**src/rtl/i2c_pkg.sv**
```systemverilog
// Shared definitions for the I2C bus-conditioning front end.
package i2c_pkg;

    // Width of the filter-length field (samples a new level must persist).
    localparam int LEN_W = 4;

    // Power-on configuration and SCL-low timeout defaults.
    localparam logic [LEN_W-1:0] I2C_DEF_LEN    = 4'd5;
    localparam int               I2C_DEF_PRESC  = 0;
    localparam int               I2C_TOUT_TICKS = 1000;

    // Bus-condition FSM states.
    typedef enum logic [1:0] {
        ST_IDLE  = 2'd0,
        ST_BUSY  = 2'd1,
        ST_APPLY = 2'd2
    } bus_state_e;

endpackage

```
**src/rtl/i2c_line_filter.sv**
```systemverilog
// One line conditioner: pin synchroniser plus a tick-gated stability filter.
module i2c_line_filter
    import i2c_pkg::*;
(
    input  logic             clk,
    input  logic             rst,
    input  logic             pin,
    input  logic             tick,
    input  logic             clr,
    input  logic [LEN_W-1:0] len,
    output logic             line_f
);

    logic             sync_q1, sync_q2;
    logic [LEN_W-1:0] cnt;
    logic [LEN_W:0]   cnt_inc;

    // One extra bit so the compare never wraps; len = 0 is always met, i.e. acts as len = 1.
    assign cnt_inc = {1'b0, cnt} + (LEN_W+1)'(1);

    // Two-flop synchroniser; resets high like an idle I2C line.
    always_ff @(posedge clk) begin
        if (rst) begin
            sync_q1 <= 1'b1;
            sync_q2 <= 1'b1;
        end else begin
            sync_q1 <= pin;
            sync_q2 <= sync_q1;
        end
    end

    // A new level must differ from the output on len consecutive ticks; any agreeing tick restarts.
    always_ff @(posedge clk) begin
        if (rst) begin
            cnt    <= '0;
            line_f <= 1'b1;
        end else if (clr) begin
            cnt <= '0;
        end else if (tick) begin
            if (sync_q2 == line_f) begin
                cnt <= '0;
            end else if (cnt_inc >= {1'b0, len}) begin
                line_f <= sync_q2;
                cnt    <= '0;
            end else begin
                cnt <= cnt_inc[LEN_W-1:0];
            end
        end
    end

endmodule

```
**src/rtl/i2c_bus_cond_ctrl.sv**
```systemverilog
// I2C slave front end: filters SCL/SDA, decodes bus conditions, tracks busy and SCL-low timeout.
module i2c_bus_cond_ctrl
    import i2c_pkg::*;
#(
    parameter int                 PRESC_W    = 8,
    parameter logic [LEN_W-1:0]   DEF_LEN    = I2C_DEF_LEN,
    parameter logic [PRESC_W-1:0] DEF_PRESC  = PRESC_W'(I2C_DEF_PRESC),
    parameter int                 TOUT_W     = 16,
    parameter logic [TOUT_W-1:0]  TOUT_TICKS = TOUT_W'(I2C_TOUT_TICKS)
) (
    input  logic               clk,
    input  logic               rst,
    input  logic               scl_in,
    input  logic               sda_in,
    input  logic               cfg_load,
    input  logic [LEN_W-1:0]   cfg_len,
    input  logic [PRESC_W-1:0] cfg_prescale,
    output logic               cfg_pending,
    output logic               scl_f,
    output logic               sda_f,
    output logic               scl_rise,
    output logic               scl_fall,
    output logic               start_det,
    output logic               stop_det,
    output logic               bus_busy,
    output logic               timeout
);

    localparam int NUM_LINES = 2;

    bus_state_e           state, state_nx;
    logic                 load_active, load_shadow, apply;
    logic [LEN_W-1:0]     act_len, sh_len;
    logic [PRESC_W-1:0]   act_presc, sh_presc, presc_cnt;
    logic                 tick;
    logic [TOUT_W-1:0]    tout_cnt;
    logic [NUM_LINES-1:0] pin_v, line_v;
    logic                 scl_prev, sda_prev;

    // Line 0 is SCL, line 1 is SDA; both share the tick schedule and active length.
    assign pin_v = {sda_in, scl_in};

    for (genvar i = 0; i < NUM_LINES; i++) begin : g_line
        i2c_line_filter u_flt (
            .clk    (clk),
            .rst    (rst),
            .pin    (pin_v[i]),
            .tick   (tick),
            .clr    (apply),
            .len    (act_len),
            .line_f (line_v[i])
        );
    end

    assign scl_f = line_v[0];
    assign sda_f = line_v[1];

    // Sample-tick prescaler; restarts whenever a new configuration takes effect.
    assign tick = (presc_cnt == act_presc);

    always_ff @(posedge clk) begin
        if (rst)                        presc_cnt <= '0;
        else if (load_active || apply)  presc_cnt <= '0;
        else if (tick)                  presc_cnt <= '0;
        else                            presc_cnt <= presc_cnt + PRESC_W'(1);
    end

    // Previous filtered levels for edge and bus-condition decode.
    always_ff @(posedge clk) begin
        if (rst) begin
            scl_prev <= 1'b1;
            sda_prev <= 1'b1;
        end else begin
            scl_prev <= scl_f;
            sda_prev <= sda_f;
        end
    end

    // START/STOP need SCL stable high across the SDA edge, so a simultaneous SCL edge masks them.
    assign scl_rise  =  scl_f & ~scl_prev;
    assign scl_fall  = ~scl_f &  scl_prev;
    assign start_det =  scl_f &  scl_prev &  sda_prev & ~sda_f;
    assign stop_det  =  scl_f &  scl_prev & ~sda_prev &  sda_f;

    // SCL-low timeout: counts ticks of continuous SCL low while the bus is owned.
    assign timeout = (state == ST_BUSY) && (tout_cnt == TOUT_TICKS);

    always_ff @(posedge clk) begin
        if (rst)                                          tout_cnt <= '0;
        else if (state != ST_BUSY || timeout || scl_f)    tout_cnt <= '0;
        else if (tick)                                    tout_cnt <= tout_cnt + TOUT_W'(1);
    end

    // State register.
    always_ff @(posedge clk) begin
        if (rst) state <= ST_IDLE;
        else     state <= state_nx;
    end

    // Next state and config strobes; config loads go straight to active only when the bus is free.
    always_comb begin
        state_nx    = state;
        load_active = 1'b0;
        load_shadow = 1'b0;
        apply       = 1'b0;
        case (state)
            ST_IDLE: begin
                load_active = cfg_load;
                if (start_det) state_nx = ST_BUSY;
            end
            ST_BUSY: begin
                load_shadow = cfg_load;
                if (stop_det || timeout)
                    state_nx = (cfg_pending || cfg_load) ? ST_APPLY : ST_IDLE;
            end
            ST_APPLY: begin
                apply       = 1'b1;
                load_active = cfg_load;
                state_nx    = start_det ? ST_BUSY : ST_IDLE;
            end
            default: state_nx = ST_IDLE;
        endcase
    end

    assign bus_busy = (state == ST_BUSY);

    // Active/shadow configuration; a direct load wins over the deferred copy.
    always_ff @(posedge clk) begin
        if (rst) begin
            act_len     <= DEF_LEN;
            act_presc   <= DEF_PRESC;
            sh_len      <= '0;
            sh_presc    <= '0;
            cfg_pending <= 1'b0;
        end else begin
            if (load_active) begin
                act_len   <= cfg_len;
                act_presc <= cfg_prescale;
            end else if (apply) begin
                act_len   <= sh_len;
                act_presc <= sh_presc;
            end
            if (load_shadow) begin
                sh_len      <= cfg_len;
                sh_presc    <= cfg_prescale;
                cfg_pending <= 1'b1;
            end else if (apply) begin
                cfg_pending <= 1'b0;
            end
        end
    end

endmodule

```
**config.mk**
```make
export PLATFORM = sky130hd
export DESIGN_NAME = i2c_bus_cond_ctrl
export DESIGN_NICKNAME = d
export VERILOG_FILES = /design/src/rtl/i2c_pkg.sv /design/src/rtl/i2c_line_filter.sv /design/src/rtl/i2c_bus_cond_ctrl.sv
export SDC_FILE = /design/constraint.sdc
export NUM_CORES = 1
export LEC_CHECK = 0
export CAP_MARGIN = 5
export CORE_ASPECT_RATIO = 0.9
export CORE_MARGIN = 2
export CORE_UTILIZATION = 56
export DETAILED_ROUTE_END_ITERATION = 12
export PLACE_DENSITY = 0.77
export SETUP_SLACK_MARGIN = 0.4
export SKIP_CTS_REPAIR_TIMING = 1
export SLEW_MARGIN = 20
export SYNTH_ARGS = -nofsm -noshare
export SYNTH_HDL_FRONTEND = slang
export SYNTH_SLANG_ARGS = --single-unit
```
**constraint.sdc**
```tcl
create_clock -name clk -period 2.5 [get_ports clk]
set_input_delay 0.5 -clock clk [delete_from_list [all_inputs] [get_ports clk]]
set_output_delay 0.5 -clock clk [all_outputs]
set_load 0.02 [all_outputs]
```
Word-level counts from Yosys, hierarchy flattened
Cells that the tools add are included.

Flip-flop bits (word level): 67. Bits of input ports: 17.

Reductions and logical operators: 16. Bitwise logic cells: 14. Mux-type cells: 18. Equality and inequality tests: 9. $add $sub $neg: 4. Order comparisons: 2.

Operators with widths (number): $mux W4 (6); $add A16 B1 Y16 const B (1); $eq A16 B10 Y1 const B (1); $mux W8 (2); $add A4 B1 Y5 const B (2); $ge A5 B4 Y1 (2); $add A8 B1 Y8 const B (1); $eq A8 B8 Y1 (1); $reduce_and A4 Y1 (2); $and A1 B1 Y1 (7); $not A1 Y1 (7); $mux W1 (6); $mux W2 (3); $pmux W2 S3 (1); $reduce_or A2 Y1 (3); $logic_or A1 B1 Y1 (5); $ne A2 B1 Y1 const B (2); $reduce_bool A2 Y1 (2); $reduce_or A3 Y1 (1); $eq A1 B1 Y1 (2); $eq A2 B1 Y1 const B (1); $eq A2 B2 Y1 const B (1); $logic_not A2 Y1 (1); $ne A2 B2 Y1 const B (1); other kinds (2) (2).

Logic depth before layout (Yosys ltp)
Depth in word-level cells: 6. Mapped depth: 8. Gate-level depth less buffers: 8.

Hierarchy
From an unflattened synthesis, not the netlist that was laid out.

Cell total of the unflattened synthesis: 384. Area total of the unflattened synthesis: 3407.0 µm².

By module, submodules not included: i2c_bus_cond_ctrl (cells an instance 294, seq. area each 1061.0 µm², area each 2513.7 µm², times used 1); i2c_line_filter (cells an instance 45, seq. area each 140.1 µm², area each 446.7 µm², times used 2).

Worst setup path before layout
No wires, ideal clock.

Path kind: flip-flop to flip-flop. Start point: register g_line[0].u_flt.cnt[0]. End point: register g_line[0].u_flt.cnt[3]. Data arrival time: 2.241 ns. Clock period less this slack: 2.311 ns. Setup slack: 0.189 ns. Cell stages (with the launch flop): 7. Cell sequence: dfxtp_1 > ha_1 > ha_1 > a2111oi_0 > o21ai_0 > or4b_1 > a21oi_1.

Cells in the longest elaborated chain, start to end: 4.

RTL lines: start, declared (RTL line i2c_line_filter.sv:15) `logic [LEN_W-1:0] cnt;`; start signal, assigned (RTL line i2c_line_filter.sv:46) `cnt <= cnt_inc[LEN_W-1:0];`; $add A4 B1 Y5 * (RTL line i2c_line_filter.sv:19) `assign cnt_inc = {1'b0, cnt} + (LEN_W+1)'(1);`; $ge A5 B4 Y1 (RTL line i2c_line_filter.sv:42) `end else if (cnt_inc >= {1'b0, len}) begin`; $mux W4 * (RTL line i2c_line_filter.sv:42); $mux W4 * (RTL line i2c_line_filter.sv:40) `if (sync_q2 == line_f) begin`.

Mark *: on every way between the ends. The rest lies on a longest branch, timed or not. A chain may end at the register's enable or synchronous reset.

Worst setup path after layout
Start point: register tout_cnt[11]. End point: output timeout.

Cells in the longest elaborated chain, start to end: 2.

RTL lines: start, declared (RTL line i2c_bus_cond_ctrl.sv:36) `logic [TOUT_W-1:0] tout_cnt;`; start signal, assigned (RTL line i2c_bus_cond_ctrl.sv:91) `else if (tick) tout_cnt <= tout_cnt + TOUT_W'(1);`; $eq A16 B10 Y1 (RTL line i2c_bus_cond_ctrl.sv:86) `assign timeout = (state == ST_BUSY) && (tout_cnt == TOUT_TICKS);`; $logic_and A1 B1 Y1 (RTL line i2c_bus_cond_ctrl.sv:86); end, declared (RTL line i2c_bus_cond_ctrl.sv:26) `output logic timeout`.

Every way passes these cells.

==> results by group <==
Setup path
  – Highest net fanout along the worst path: 2
  – CP Launch Type: flip-flop
  – CP Capture Type: output port
  – Kind of critical path: reg -> out
  – Worst Path Required: 2.00 ns
  – CP Data Arrival Time: 1.87 ns

Yosys
  – Synth area leader: dfxtp_1
  – Cell Area, Synth: 0.00314 mm2
  – Post-synth ARST share: 0%
  – Share of the synthesized area in the top cell type: 42.7%
  – Yosys warnings: 0
  – Commonest cells post-synth: 67 x dfxtp_1, 59 x nand2_1, 38 x nor2_1, 26 x xor2_1, 25 x a21oi_1
  – Main synth FF type: dfxtp_1
  – Syn Inst Count: 378
  – Sequential fraction of the synthesis area: 42.7%
  – Avg Cell Area, Syn: 8.31 um2
  – Mapped Nets: 408
  – Most frequent cell after synthesis: dfxtp_1
  – Synth top area cells: dfxtp_1 43%, xor2_1 7.3%, nand2_1 7.1%
  – #FFs+latches synth: 67
  – Netlist cell types: 38
  – Post-synth EDFFs: 0

Timing
  – Fin crit period: 2.37 ns
  – RSZ-0062 raised after global routing: yes
  – Max Freq: 422 MHz
  – Final setup fails: 0
  – Final Skew: 0.0106 ns
  – Slew @ Worst Pin: 0.730 ns
  – Tcrit/Tclk final: 94.8%
  – Fin Hold WS: 0.413 ns
  – Rel. slew slack: 51.1%
  – Hold Vio Cnt, Final: 0
  – Slew Limit Fails: 0

Place
  – HPWL after DPL: 4.99 mm
  – Routability cong.: 0.854
  – DP Area: 0.00354 mm2
  – Port bufs: 25

Drt
  – 1st-pass router iterations: 4
  – Violation count after the first detailed-route iteration: 170
  – Vias per Instance: 5.72
  – DRC: 0
  – Via count: 2803
  – Final antenna-violating net count: 0
  – Drt total wl: 7.36 mm
  – Drt wl/cell: 15.0 um

Status
  – Status: finished, final reports clean

Power and ir drop
  – Switching power: 568 uW
  – Clock share of power: 43.2%
  – Sequential group share of total power: 46.4%
  – PD cells: 604 mW/mm2
  – Switching Fraction: 23.9%
  – Leak pwr: 1.50 nW
  – VDD IR max: 0.000431 V
  – Comb pwr share: 10.5%
  – P_int: 1.81 mW

Clock network
  – Worst skew pair latency: 0.35 ns
  – Clk slew on worst S/H paths: 0.07 ns
  – CTS root buffer: clkbuf_8
  – H-tree Lvls: 3
  – Clock sink count: 67
  – Num CTS Buffers: 9
  – CTS tree: yes
  – Max Root-Sink Buffers: 2

Die
  – Ports: 26
  – Initial Utilization: 59.1%
  – Die area: 0.00622 mm2
  – Chip Height: 75.0 um
  – Rows: 25
  – Placeable Area: 0.00532 mm2
  – Die X-Extent: 82.9 um

Finish
  – Layout net count: 448
  – Share of cells above drive strength 1: 15.8%
  – Fin area: 0.00394 mm2
  – Area Overhead vs Synth: 25.4%
  – # diodes: 0

Global route
  – Vias in the first global route: 2619
  – GRT Total Usage: 24.5%
  – First-pass GRT wire length: 11.9 mm
  – Gr ovfl total: 0
  – Largest net degree at the start of global routing: 18
  – Antenna violations before repair: 0

Run
  – Max cap viols: 0

Worst hold path
  – Min-delay worst type: reg -> reg
logic make-up after synthesis:
family / after synthesis / synth area share [%]
simple gates: 168 / 26.2
flops: 67 / 42.7
mux: 2 / 0.637
buf+inv: 30 / 3.67
fa+ha+maj: 13 / 5.18
xor+xnor: 33 / 9.20
compound gates: 65 / 12.4
final cells by class:
class	instances	area, um2
inverters	16	60.1
multi-input cells	281	1820
well taps	67	83.8
flip-flops and latches	67	1360
fillers	400	1380
clock inverters	4	72.6
repair buffers	43	393
clock buffers	12	155
power by group through the flow:
stage	combinational, mW	clock, mW	sequential (mW)
detailed placement	0.211	0	1.13
global route	0.271	1.08	1.10
CTS	0.211	1.04	1.10
finish	0.249	1.03	1.10
floorplan	0.129	0	1.12
global placement	0.207	0	1.13
stage by stage:
step           power (mW)  worst slack (ns)  setup TNS (ns)  util [%]  cells
3_3_place_gp         1.33          -0.00190        -0.00190      66.5    471
3_5_place_dp         1.34           -0.0215         -0.0215      66.5    471
4_1_cts              2.36            -0.405          -0.405      70.8    487
6_report             2.38             0.130               0      74.0    490
5_1_grt              2.45            0.0614               0      74.0    490
2_1_floorplan        1.25             0.421               0         -    378
sequential cells by signal (all words and copies together) (netlist names), 4 cells and up:
| register | flops |
|---|---|
| presc_cnt | 8 |
| sh_len | 4 |
| sh_presc | 8 |
| act_len | 4 |
| tout_cnt | 16 |
| act_presc | 8 |
| g_line.u_flt.cnt | 8 |
metal layers:
layer,vias to the layer above,track usage [%],routed length (um)
met2,61,41.6,3620
met4,0,13.1,191
met5,-,0,0
met1,1328,29.5,3270
met3,20,5.81,272
li1,1394,-,-
cells in the final DEF, fill, tap and decap left out, drive strengths merged, types with 7 or more instances in the layout:
cell / count
nand3: 20
clkbuf: 12
clkdlybuf4s50: 20
xnor2: 7
nor2: 38
ha: 13
or4: 9
buf: 19
a21oi: 25
xor2: 26
dfxtp: 67
inv: 16
a22oi: 10
nand2: 59
o21ai: 15
worst max-delay path, cell delays in order (launching register included):
cell     delay, ns
dfxtp_1       0.31
or4_1         0.52
or4_4         0.46
nor2_4        0.10
buf_4         0.14
path summary, 6_finish.rpt:
kind / from / to / slack (ns) / cells after the start
worst max register to register: g_line[0].u_flt.cnt[0] / g_line[0].u_flt.cnt[3] / 0.41 / 8
worst min-delay path: g_line[0].u_flt.sync_q1 / g_line[0].u_flt.sync_q2 / 0.41 / 1
worst max-delay path: tout_cnt[11] / timeout / 0.13 / 4
worst min register to register: g_line[0].u_flt.sync_q1 / g_line[0].u_flt.sync_q2 / 0.41 / 1
No activity file was read; power rests on OpenSTA's default activity.
